**config.mk**
```make
export PLATFORM = sky130hd
export DESIGN_NAME = serial_magnitude_compare
export DESIGN_NICKNAME = d
export VERILOG_FILES = /design/src/rtl/calc_pkg.sv /design/src/rtl/nibble_compare.sv /design/src/rtl/serial_magnitude_compare.sv
export SDC_FILE = /design/constraint.sdc
export NUM_CORES = 1
export LEC_CHECK = 0
export ABC_AREA = 1
export BUFFER_PORTS_ARGS = -buffer_cell sky130_fd_sc_hd__buf_2
export CAP_MARGIN = 20
export CORE_MARGIN = 8
export CORE_UTILIZATION = 48
export CTS_CLUSTER_DIAMETER = 40
export DETAILED_ROUTE_END_ITERATION = 10
export MAX_ROUTING_LAYER = met4
export PLACE_DENSITY = 0.71
export SYNTH_ARGS = -nofsm -noshare
export SYNTH_HDL_FRONTEND = slang
export SYNTH_SLANG_ARGS = --single-unit
```
**constraint.sdc**
```tcl
create_clock -name clk -period 5 [get_ports clk]
set_input_delay 0.25 -clock clk [delete_from_list [all_inputs] [get_ports clk]]
set_output_delay 0.25 -clock clk [all_outputs]
set_load 0.02 [all_outputs]
```
**src/rtl/calc_pkg.sv**
```systemverilog
// Shared types for the calculator datapath: comparator cascade word and
// the serial compare controller state encoding.
package calc_pkg;

  typedef struct packed {
    logic lt;
    logic gt;
    logic eq;
  } cmp_cascade_t;

  localparam cmp_cascade_t CASCADE_EQ = '{lt: 1'b0, gt: 1'b0, eq: 1'b1};

  typedef enum logic [1:0] {
    IDLE = 2'd0,
    RUN  = 2'd1,
    DONE = 2'd2
  } state_t;

endpackage

```
**src/rtl/nibble_compare.sv**
```systemverilog
// Combinational 4-bit cascadable magnitude comparator stage.
// A differing nibble decides the result; an equal nibble forwards the cascade.
module nibble_compare
  import calc_pkg::*;
(
  input  logic [3:0]   a,
  input  logic [3:0]   b,
  input  cmp_cascade_t cin,
  output cmp_cascade_t cout
);

  always_comb begin
    cout = cin;
    if (a > b) begin
      cout = '{lt: 1'b0, gt: 1'b1, eq: 1'b0};
    end else if (a < b) begin
      cout = '{lt: 1'b1, gt: 1'b0, eq: 1'b0};
    end
  end

endmodule

```
**src/rtl/serial_magnitude_compare.sv**
```systemverilog
// Wide magnitude compare using one shared nibble stage, LS nibble first,
// with the running cascade registered between nibbles.
module serial_magnitude_compare
  import calc_pkg::*;
#(
  parameter int NIBBLES = 4
) (
  input  logic                 clk,
  input  logic                 rst_n,
  input  logic                 start,
  input  logic                 signed_mode,
  input  logic [4*NIBBLES-1:0] a,
  input  logic [4*NIBBLES-1:0] b,
  output logic                 busy,
  output logic                 done,
  output logic                 a_lt_b,
  output logic                 a_gt_b,
  output logic                 a_eq_b
);

  localparam int W     = 4 * NIBBLES;
  localparam int IDX_W = $clog2(NIBBLES);

  state_t           state_reg;
  state_t           state_next;
  logic [IDX_W-1:0] idx_reg;
  logic [W-1:0]     a_reg;
  logic [W-1:0]     b_reg;
  logic             signed_reg;
  cmp_cascade_t     cas_reg;
  cmp_cascade_t     res_reg;
  cmp_cascade_t     stage_out;

  logic [3:0] a_nib [NIBBLES];
  logic [3:0] b_nib [NIBBLES];
  logic [3:0] a_sel;
  logic [3:0] b_sel;
  logic       last_nib;
  logic       accept;

  genvar gi;
  generate
    for (gi = 0; gi < NIBBLES; gi++) begin : g_nib
      assign a_nib[gi] = a_reg[4*gi +: 4];
      assign b_nib[gi] = b_reg[4*gi +: 4];
    end
  endgenerate

  assign last_nib = (idx_reg == IDX_W'(NIBBLES - 1));
  assign accept   = start && (state_reg != RUN);

  // Signed compare: flipping the sign bits turns two's complement into
  // offset binary, which then orders correctly as unsigned.
  always_comb begin
    a_sel = a_nib[idx_reg];
    b_sel = b_nib[idx_reg];
    if (signed_reg && last_nib) begin
      a_sel[3] = ~a_sel[3];
      b_sel[3] = ~b_sel[3];
    end
  end

  nibble_compare u_stage (
    .a    (a_sel),
    .b    (b_sel),
    .cin  (cas_reg),
    .cout (stage_out)
  );

  always_ff @(posedge clk or negedge rst_n) begin
    if (!rst_n) begin
      state_reg <= IDLE;
    end else begin
      state_reg <= state_next;
    end
  end

  always_comb begin
    state_next = state_reg;
    case (state_reg)
      IDLE:    if (accept) state_next = RUN;
      RUN:     if (last_nib) state_next = DONE;
      DONE:    state_next = accept ? RUN : IDLE;
      default: state_next = IDLE;
    endcase
  end

  always_comb begin
    busy = (state_reg == RUN);
    done = (state_reg == DONE);
  end

  always_ff @(posedge clk or negedge rst_n) begin
    if (!rst_n) begin
      idx_reg    <= '0;
      a_reg      <= '0;
      b_reg      <= '0;
      signed_reg <= 1'b0;
      cas_reg    <= CASCADE_EQ;
      res_reg    <= CASCADE_EQ;
    end else if (accept) begin
      idx_reg    <= '0;
      a_reg      <= a;
      b_reg      <= b;
      signed_reg <= signed_mode;
      cas_reg    <= CASCADE_EQ;
    end else if (state_reg == RUN) begin
      cas_reg <= stage_out;
      if (last_nib) begin
        res_reg <= stage_out;
      end else begin
        idx_reg <= idx_reg + IDX_W'(1);
      end
    end
  end

  assign a_lt_b = res_reg.lt;
  assign a_gt_b = res_reg.gt;
  assign a_eq_b = res_reg.eq;

endmodule

```
==> metrics.yaml <==
global_routing:
  grt_pass1_vias: 1875
  track_usage_pct: 14.8
  overflow: 0
  antenna_found_initial: 0
  grt_pass1_wl_um: 8420
  grt_start_max_net_pins: 44
logic_synthesis:
  netlist_instances: 261
  syn_avg_cell_area_sq_um: 8.22
  yosysWarnings: 0
  syn_nets: 302
  async_reset_ff_share_pct: 100
  synthFlopType: "dfrtp_1"
  syn-cell-area_sq_um: 2140
  ys_ff_latch: 43
  yosysUniqueCellTypes: 23
  synth_edf_count: 0
  seq_area_frac_synth_pct: 50.3
sta:
  tns_ps: 0
  drv_slew: 0
  finalCritPeriodShare_pct: 43.9
  fmax_mhz: 455
  hold_violations: 0
  fin_skew_ps: 7.60
  max_slew_margin_pct: 38.6
  tightest_slew_ps: 922
  rsz0062_at_grt: "no"
  worst_hold_slack_ps: 96.1
  finalSetupViolCount: 0
  fin_ws_ps: 2800
  period_needed_ps: 2200
setup_path:
  start_kind: "flop"
  critPathBufInv: 2
  crit_type: "reg2reg"
  setup.worst_path.end_class: "flop"
  cp.arrival_ps: 2370
  worst_path_max_delay_cell: "dfrtp_1"
  rrSetupSlack_ps: 2800
  path_common_cell: "nand2_1"
  worstPathMaxFanout: 20
  required_ps: 5180
  slowest_delay_ps: 760
  crit_chain: "inv_4, nand2_1, nand3_1, nand2_1, xor2_1, ha_1, nand2_1, inv_1, nand2_1, nand2_1, nand3_1, o21ai_0"
  cpLargestDelayFamily: "flip-flops"
layout:
  area_delta_synth_final_pct: 12.9
  fill_cells: 436
  finalNonFillerCells: 346
  fin_util_pct: 56.0
  multi_input_area_sq_um: 901
  stdcell_area_sq_um: 2420
  seq_area_sq_um: 1080
  drive_gt1_share_pct: 18.4
  nets: 334
  num_antenna_cells: 0
clocking:
  postCtsResizedCells: 0
  cts_tree: "yes"
  clkSinkCount: 43
  clk_latency_ps: 290
  path_clk_slew_ps: 80
  holdBufCountCts: 0
  clock_path_buffers: 2
  h-tree-depth: 2
  postCtsSetupRepairBufs: 0
  cts_buffers: 5
  cts_root_buffer: "clkbuf_8"
place:
  dp_cells: 338
  place.gp.congestion: 0.863
  placed_area_sq_um: 2290
  preCtsSetupSlack_ps: 2820
  io_buffer_count: 40
  dp_hpwl_um: 3280
power:
  power.total_mw: 1.70
  powerDensity_nw_per_um2: 700
  p_leak_nw: 1.29
  peakVddDrop_mv: 0.257
route:
  drcViolationCount: 0
  wl_um: 4620
  vias: 1772
  postRouteAntennaNets: 0
  drt_iter0_drc: 147
  drt_pass1_iterations: 4
  viasPerCell: 5.12
  wl_per_cell_um: 13.3
floorplanning:
  dieArea_sq_um: 6860
  core_sq_um: 4320
  die_w_um: 82.8
  io_pins: 41
  initial_core_util_pct: 49.6
  num_rows: 24
  fp.dieH_um: 82.8
hold_path:
  hp-class: "in2async"
run:
  maxCapViolCount: 0
run_status:
  status: "finished, final reports clean"
## placed cells by master, fill, tap and decap left out, drive strengths merged
cell type  count
nand2        103
clkbuf         6
o21ai         16
o22ai          3
nand3         41
xor2           1
nor3b          1
bufinv         2
buf           40
inv           11
dfstp          2
dfrtp         41
a21oi          2
xnor2          1
nor2          16
o22a           3
ha             5
## synthesized netlist by cell type, types with 2 or more instances
| library cell | number | area [sq um] |
|---|---|---|
| a21oi_1 | 2 | 10.0 |
| buf_2 | 4 | 20.0 |
| buf_4 | 6 | 45.0 |
| buf_6 | 5 | 56.3 |
| dfrtp_1 | 41 | 1030 |
| dfstp_2 | 2 | 52.6 |
| ha_1 | 5 | 62.6 |
| inv_1 | 9 | 33.8 |
| nand2_1 | 101 | 379 |
| nand3_1 | 41 | 205 |
| nor2_1 | 15 | 56.3 |
| o21ai_0 | 14 | 70.1 |
| o21ai_1 | 2 | 10.0 |
| o22a_1 | 3 | 26.3 |
| o22ai_1 | 3 | 18.8 |
## power breakdown
part	switching [mW]	total [mW]	internal (mW)	leakage (nW)
Sequential	0.127	0.648	0.521	0.529
Clock	0.114	0.313	0.200	0.0654
Combinational	0.467	0.734	0.267	0.695
Total	0.709	1.70	0.987	1.29
## cell type report
cell class	instances	area share, %
flip-flops and latches	43	44.5
multi-input cells	192	37.2
repair buffers	40	8.27
clock buffers	6	3.00
well taps	52	2.69
clock inverters	2	2.48
inverters	11	1.81
## worst paths after layout
check	startpoint	end	cells past startpoint
worst max register to register	idx_reg[0]	cas_reg[1]	12
worst min register to register	b_reg[2]	b_reg[2]	2
worst max-delay path	idx_reg[0]	cas_reg[1]	12
min in group clk	b[4]	b_reg[4]	3
worst min-delay path	rst_n	a_reg[15]	1
max in group asynchronous	rst_n	b_reg[1]	1
## cell families after synthesis
kind of cell    count (synthesis)  share of synthesized area (%)
compound gates                 24                           6.30
xor+xnor                        2                          0.817
fa+ha+maj                       5                           2.92
buf+inv                        26                           7.70
flops                          43                           50.3
simple gates                  161                           32.0
## per-layer routing
metal	wire length [um]	global-route usage, %	up-vias
li1	-	-	910
met1	2350	19.2	814
met2	2010	21.7	41
met3	175	3.03	7
met4	83	6.71	0
met5	0	-	-
Note: power is estimated with default switching activity, not from simulation.
